### config.mk
export PLATFORM = sky130hd
export DESIGN_NAME = reset_gen
export DESIGN_NICKNAME = d
export VERILOG_FILES = /design/src/rtl/reset_gen.sv
export SDC_FILE = /design/constraint.sdc
export NUM_CORES = 1
export LEC_CHECK = 0
export CAP_MARGIN = 30
export CORE_UTILIZATION = 40
export CTS_CLUSTER_SIZE = 16
export DETAILED_ROUTE_END_ITERATION = 8
export GPL_TIMING_DRIVEN = 0
export SYNTH_ARGS = -nofsm -noshare
export SYNTH_HDL_FRONTEND = slang
export SYNTH_SLANG_ARGS = --single-unit
### constraint.sdc
create_clock -name clk -period 2.5 [get_ports clk]
set_input_delay 0.625 -clock clk [delete_from_list [all_inputs] [get_ports clk]]
set_output_delay 0.625 -clock clk [all_outputs]
set_load 0.05 [all_outputs]
### src/rtl/reset_gen.sv
// reset_gen: power-on, push-button, software and optional watchdog reset sequencer.
// The watchdog is compiled in only when RESET_GEN_WDT_EN is defined.
module reset_gen #(
    parameter int POR_CYCLES      = 31,
    parameter int NUM_BTN         = 1,
    parameter int DEBOUNCE_CYCLES = 12000,
    parameter int STRETCH_CYCLES  = 16,
    parameter int WDT_CYCLES      = 12000000
) (
    input  logic               clk,
    input  logic               reset_n_i,
    input  logic [NUM_BTN-1:0] btn_n_i,
    input  logic               sw_reset_req_i,
    input  logic               wdt_kick_i,
    input  logic               cause_clr_i,
    output logic               reset_o,
    output logic [3:0]         cause_o
);

    // state   | meaning
    // POR     | reset_n_i released, counting POR_CYCLES after sync release
    // RUN     | system out of reset, watching triggers
    // HOLD    | a debounced button is pressed, waiting for all released
    // STRETCH | minimum-length tail after any internal trigger

    localparam int POR_W = (POR_CYCLES > 1) ? $clog2(POR_CYCLES) : 1;
    localparam int DEB_W = (DEBOUNCE_CYCLES > 1) ? $clog2(DEBOUNCE_CYCLES) : 1;
    localparam int STR_W = (STRETCH_CYCLES > 1) ? $clog2(STRETCH_CYCLES) : 1;

    localparam logic [POR_W-1:0] POR_LAST = POR_W'(POR_CYCLES - 1);
    localparam logic [DEB_W-1:0] DEB_LAST = DEB_W'(DEBOUNCE_CYCLES - 1);
    localparam logic [STR_W-1:0] STR_LAST = STR_W'(STRETCH_CYCLES - 1);

    typedef enum logic [1:0] {
        POR     = 2'd0,
        RUN     = 2'd1,
        HOLD    = 2'd2,
        STRETCH = 2'd3
    } state_t;

    state_t             state;
    logic [1:0]         rst_sync;
    logic [NUM_BTN-1:0] btn_meta;
    logic [NUM_BTN-1:0] btn_sync;
    logic [NUM_BTN-1:0] btn_deb;
    logic [DEB_W-1:0]   deb_cnt [NUM_BTN];
    logic [POR_W-1:0]   por_cnt;
    logic [STR_W-1:0]   str_cnt;
    logic               btn_press;
    logic               btn_idle;
    logic               wdt_fire;
    logic [3:0]         cause_set;

    // Release of reset_n_i is synchronised; assertion stays asynchronous.
    always_ff @(posedge clk or negedge reset_n_i) begin
        if (!reset_n_i) begin
            rst_sync <= 2'b00;
        end else begin
            rst_sync <= {rst_sync[0], 1'b1};
        end
    end

    always_ff @(posedge clk or negedge reset_n_i) begin
        if (!reset_n_i) begin
            btn_meta <= '1;
            btn_sync <= '1;
            btn_deb  <= '1;
            for (int i = 0; i < NUM_BTN; i++) begin
                deb_cnt[i] <= '0;
            end
        end else begin
            btn_meta <= btn_n_i;
            btn_sync <= btn_meta;
            for (int i = 0; i < NUM_BTN; i++) begin
                if (btn_sync[i] == btn_deb[i]) begin
                    deb_cnt[i] <= '0;
                end else if (deb_cnt[i] == DEB_LAST) begin
                    btn_deb[i] <= btn_sync[i];
                    deb_cnt[i] <= '0;
                end else begin
                    deb_cnt[i] <= deb_cnt[i] + 1'b1;
                end
            end
        end
    end

    assign btn_press = ~(&btn_deb);
    assign btn_idle  = &btn_deb;

`ifdef RESET_GEN_WDT_EN
    localparam int WDT_W = (WDT_CYCLES > 1) ? $clog2(WDT_CYCLES) : 1;
    localparam logic [WDT_W-1:0] WDT_LAST = WDT_W'(WDT_CYCLES - 1);

    logic [WDT_W-1:0] wdt_cnt;

    assign wdt_fire = (state == RUN) && !wdt_kick_i && (wdt_cnt == WDT_LAST);

    always_ff @(posedge clk or negedge reset_n_i) begin
        if (!reset_n_i) begin
            wdt_cnt <= '0;
        end else if ((state != RUN) || wdt_kick_i) begin
            wdt_cnt <= '0;
        end else if (wdt_cnt != WDT_LAST) begin
            wdt_cnt <= wdt_cnt + 1'b1;
        end
    end
`else
    localparam int unused_wdt_cycles = WDT_CYCLES;
    logic unused_kick;

    assign unused_kick = wdt_kick_i;
    assign wdt_fire    = 1'b0;
`endif

    always_ff @(posedge clk or negedge reset_n_i) begin
        if (!reset_n_i) begin
            state   <= POR;
            reset_o <= 1'b1;
            por_cnt <= POR_LAST;
            str_cnt <= STR_LAST;
        end else begin
            case (state)
                POR: begin
                    reset_o <= 1'b1;
                    if (rst_sync[1]) begin
                        if (por_cnt == '0) begin
                            state   <= RUN;
                            reset_o <= 1'b0;
                        end else begin
                            por_cnt <= por_cnt - 1'b1;
                        end
                    end
                end
                RUN: begin
                    // Button wins over software/watchdog so it is held for its full press.
                    if (btn_press) begin
                        state   <= HOLD;
                        reset_o <= 1'b1;
                    end else if (sw_reset_req_i || wdt_fire) begin
                        state   <= STRETCH;
                        reset_o <= 1'b1;
                        str_cnt <= STR_LAST;
                    end
                end
                HOLD: begin
                    reset_o <= 1'b1;
                    if (btn_idle) begin
                        state   <= STRETCH;
                        str_cnt <= STR_LAST;
                    end
                end
                STRETCH: begin
                    if (btn_press) begin
                        state   <= HOLD;
                        reset_o <= 1'b1;
                    end else if (str_cnt == '0) begin
                        state   <= RUN;
                        reset_o <= 1'b0;
                    end else begin
                        str_cnt <= str_cnt - 1'b1;
                        reset_o <= 1'b1;
                    end
                end
                default: begin
                    state   <= POR;
                    reset_o <= 1'b1;
                    por_cnt <= POR_LAST;
                end
            endcase
        end
    end

    always_comb begin
        cause_set = 4'b0000;
        if (state == RUN) begin
            cause_set[1] = btn_press;
            cause_set[2] = sw_reset_req_i;
            cause_set[3] = wdt_fire;
        end
    end

    // Only reset_n_i touches the cause register, so it survives internal resets.
    always_ff @(posedge clk or negedge reset_n_i) begin
        if (!reset_n_i) begin
            cause_o <= 4'b0001;
        end else begin
            cause_o <= (cause_clr_i ? 4'b0000 : cause_o) | cause_set;
        end
    end

endmodule

==> out/metrics.cfg <==
[worst_hold_path]
min_path_type = reg2reg
hold_depth = 0

[clock_tree]
cts.repair.resized = 0
cts_hold_buffers = 0
clkLatencyLatePin_ns = 0.29
htree_levels = 2
cts_buffer_depth = 2
path_clk_slew_ns = 0.07
cts_tree = built
cts.sinks = 34
root_buffer = clkbuf_8
cts_buffers = 5
cts_setup_buffers = 0

[floorplanning]
start_util_pct = 42.7
die-width_microns = 68.0
dieArea_sq_mm = 0.00463
rows = 23
core-area_sq_mm = 0.00409
fp.dieH_microns = 68.0
io-pin-count = 11

[timing]
setup_viol = 0
skew_ns = 0.00909
fin_crit_sh_pct = 90.4
relSlewSlack_pct = 51.4
final_hold_viol_count = 0
fmax_mhz = 442
finalSetupTns_ns = 0
final.setup.worst_slack_ns = 0.239
rsz0062_at_grt = false
slew_violations = 0
tightest_slew_ns = 0.730
finalCriticalPeriod_ns = 2.26

[synthesis]
synth_cell_types = 41
avgSynthCellArea_sq_um = 10.4
synth_top_area_share_pct = 30.2
syn_inst = 167
syn_area_sq_mm = 0.00174
async_reset_ff_share_pct = 100
synth.area.top_cells = dfrtp_1 30%, dfstp_2 20%, ha_1 7.2%
synth_warnings = 0
syn_nets = 183
ys_seq_area_share_pct = 49.7
ys_ff_latch = 34
ys.flop_type = dfrtp_1
yosys.area.top_type = dfrtp_1
synth_edf_count = 0

[power_and_ir_drop]
peakVddDrop_mv = 0.178
p_leak_nw = 0.841
power_per_cell_area_mw_per_mm2 = 519

[setup_path]
worst_path_max_delay_cell = clkdlybuf4s50_1
cp_data_arrival_time_ns = 1.64
crit_end = cause_o[0]
reg2reg_to = state[1]$_DFFE_PN0P_
worstSetupStartpoint = cause_o[0]$_DFFE_PN1P_
rr_startpoint = str_cnt[0]$_DFFE_PN1P_
max_stage_delay_ns = 0.81
crit_buf_inv = 1
reg2reg_depth = 7
critPathTopFamily = buffers and inverters
start_kind = flip-flop
reg2reg_slack_ns = 0.53
cp.depth = 1
crit_chain = clkdlybuf4s50_1
end_kind = output pin
required_ns = 1.88
crit_fanout = 2
worstSetupPathType = reg2out

[detailed_routing]
drt_pre_antenna_iters = 4
drtIter0Drc = 41
drcViolationCount = 0
wire_per_inst_microns = 12.7
drt-total-wl_mm = 2.95
post_drt_via_cell_ratio = 5.02
route.antenna.remaining_nets = 0
route.vias.total = 1169

[global_routing]
antenna_found_initial = 0
grt_pass1_vias = 1185
grt_max_degree = 35
grt_pass1_wl_mm = 5.26
grt-ovfl-total = 0
grt.total_usage_pct = 15.6

[finish]
n_antenna_cell = 0
final_cell_mix = 21 x nor2_1, 21 x dfrtp_1, 18 x inv_1
syn_to_final_growth_pct = 13.1
fillers = 382
layout-drive-gt1-share_pct = 16.4
fin_nets = 198

[placed_design]
place_ws_ns = 0.403
place_congestion = 0.755
post-dp-hpwl_mm = 2.11
io_buffers = 8

[run]
drv_cap = 0

[outcome]
status = complete, no violations

## worst min path at each step
stage / startpoint / slack, ns / end
after floorplan: reset_n_i / 0.33 / cause_o[1]$_DFF_PN0_
after global placement: rst_sync[0]$_DFF_PN0_ / 0.33 / rst_sync[1]$_DFF_PN0_
after detailed placement: rst_sync[0]$_DFF_PN0_ / 0.34 / rst_sync[1]$_DFF_PN0_
after CTS: btn_meta$_DFF_PN1_ / 0.36 / btn_sync$_DFF_PN1_
after global routing: btn_meta$_DFF_PN1_ / 0.36 / btn_sync$_DFF_PN1_
final: btn_meta$_DFF_PN1_ / 0.35 / btn_sync$_DFF_PN1_
## cell usage after synthesis, types with 2 or more instances
cell	number
nor3_1	4
o21ai_0	5
a31oi_1	2
xor2_1	3
or4b_4	2
dfstp_2	13
a22o_1	2
dfrtp_1	21
xnor2_1	13
conb_1	2
nor2_1	21
nand3_1	8
o22ai_1	2
ha_1	10
a22oi_1	2
nand4_1	3
nand2_1	10
nor4_1	4
inv_1	18
## power breakdown
part / internal (mW) / total, mW / leakage (nW) / switching [mW]
sequential: 0.559 / 0.567 / 0.416 / 0.00753
clock: 0.222 / 0.418 / 0.0482 / 0.196
combinational: 0.0138 / 0.0377 / 0.377 / 0.0239
total: 0.795 / 1.02 / 0.841 / 0.228
## registers in the layout, summed over array words and instances (netlist names)
register and flops:
btn_sync 1, cause_o 3, str_cnt 4, btn_meta 1
por_cnt 5, reset_o 1, rst_sync 2, state 2
btn_deb 1, deb_cnt 14
## logic make-up (layout without fill, tap and decap cells)
kind of cell	after synthesis	count (layout)	share of synthesized area (%)
simple gates	61	61	18.9
flops	34	34	49.7
compound gates	22	22	9.98
buf+inv	21	37	5.17
xor+xnor	16	16	8.04
fa+ha+maj	10	10	7.18
other cells	2	2	0.431
mux	1	1	0.574
## area by class of cell
class                      instances  area [sq um]  area share (%)
sequential                        34           867            44.0
clock inverter                     1          5.00           0.254
inverter                          18          67.6            3.43
clock buffer                       7          86.3            4.38
timing repair buffer               8          75.1            3.81
tap                               50          62.6            3.17
multi-input combinational        112           786            39.8
buffer                             3          22.5            1.14
## through the flow
step | hold slack [ns] | cell area, sq um | power (mW) | instances | utilization, %
after floorplan | 0.329 | 1740 | 0.594 | 167 | -
after global placement | 0.333 | 1890 | 0.615 | 225 | 46.1
after detailed placement | 0.339 | 1880 | 0.616 | 225 | 46.0
after CTS | 0.358 | 1970 | 1.05 | 233 | 48.3
after global routing | 0.363 | 1970 | 1.08 | 233 | 48.3
final | 0.354 | 1970 | 1.02 | 233 | 48.3
## per-layer routing
metal	track usage [%]	wire (microns)	vias up
met1	19.4	1440	560
met5	0	0	-
li1	-	-	591
met4	7.81	63	0
met3	5.00	88	6
met2	24.3	1360	12
(Power assumes the default switching activity.)
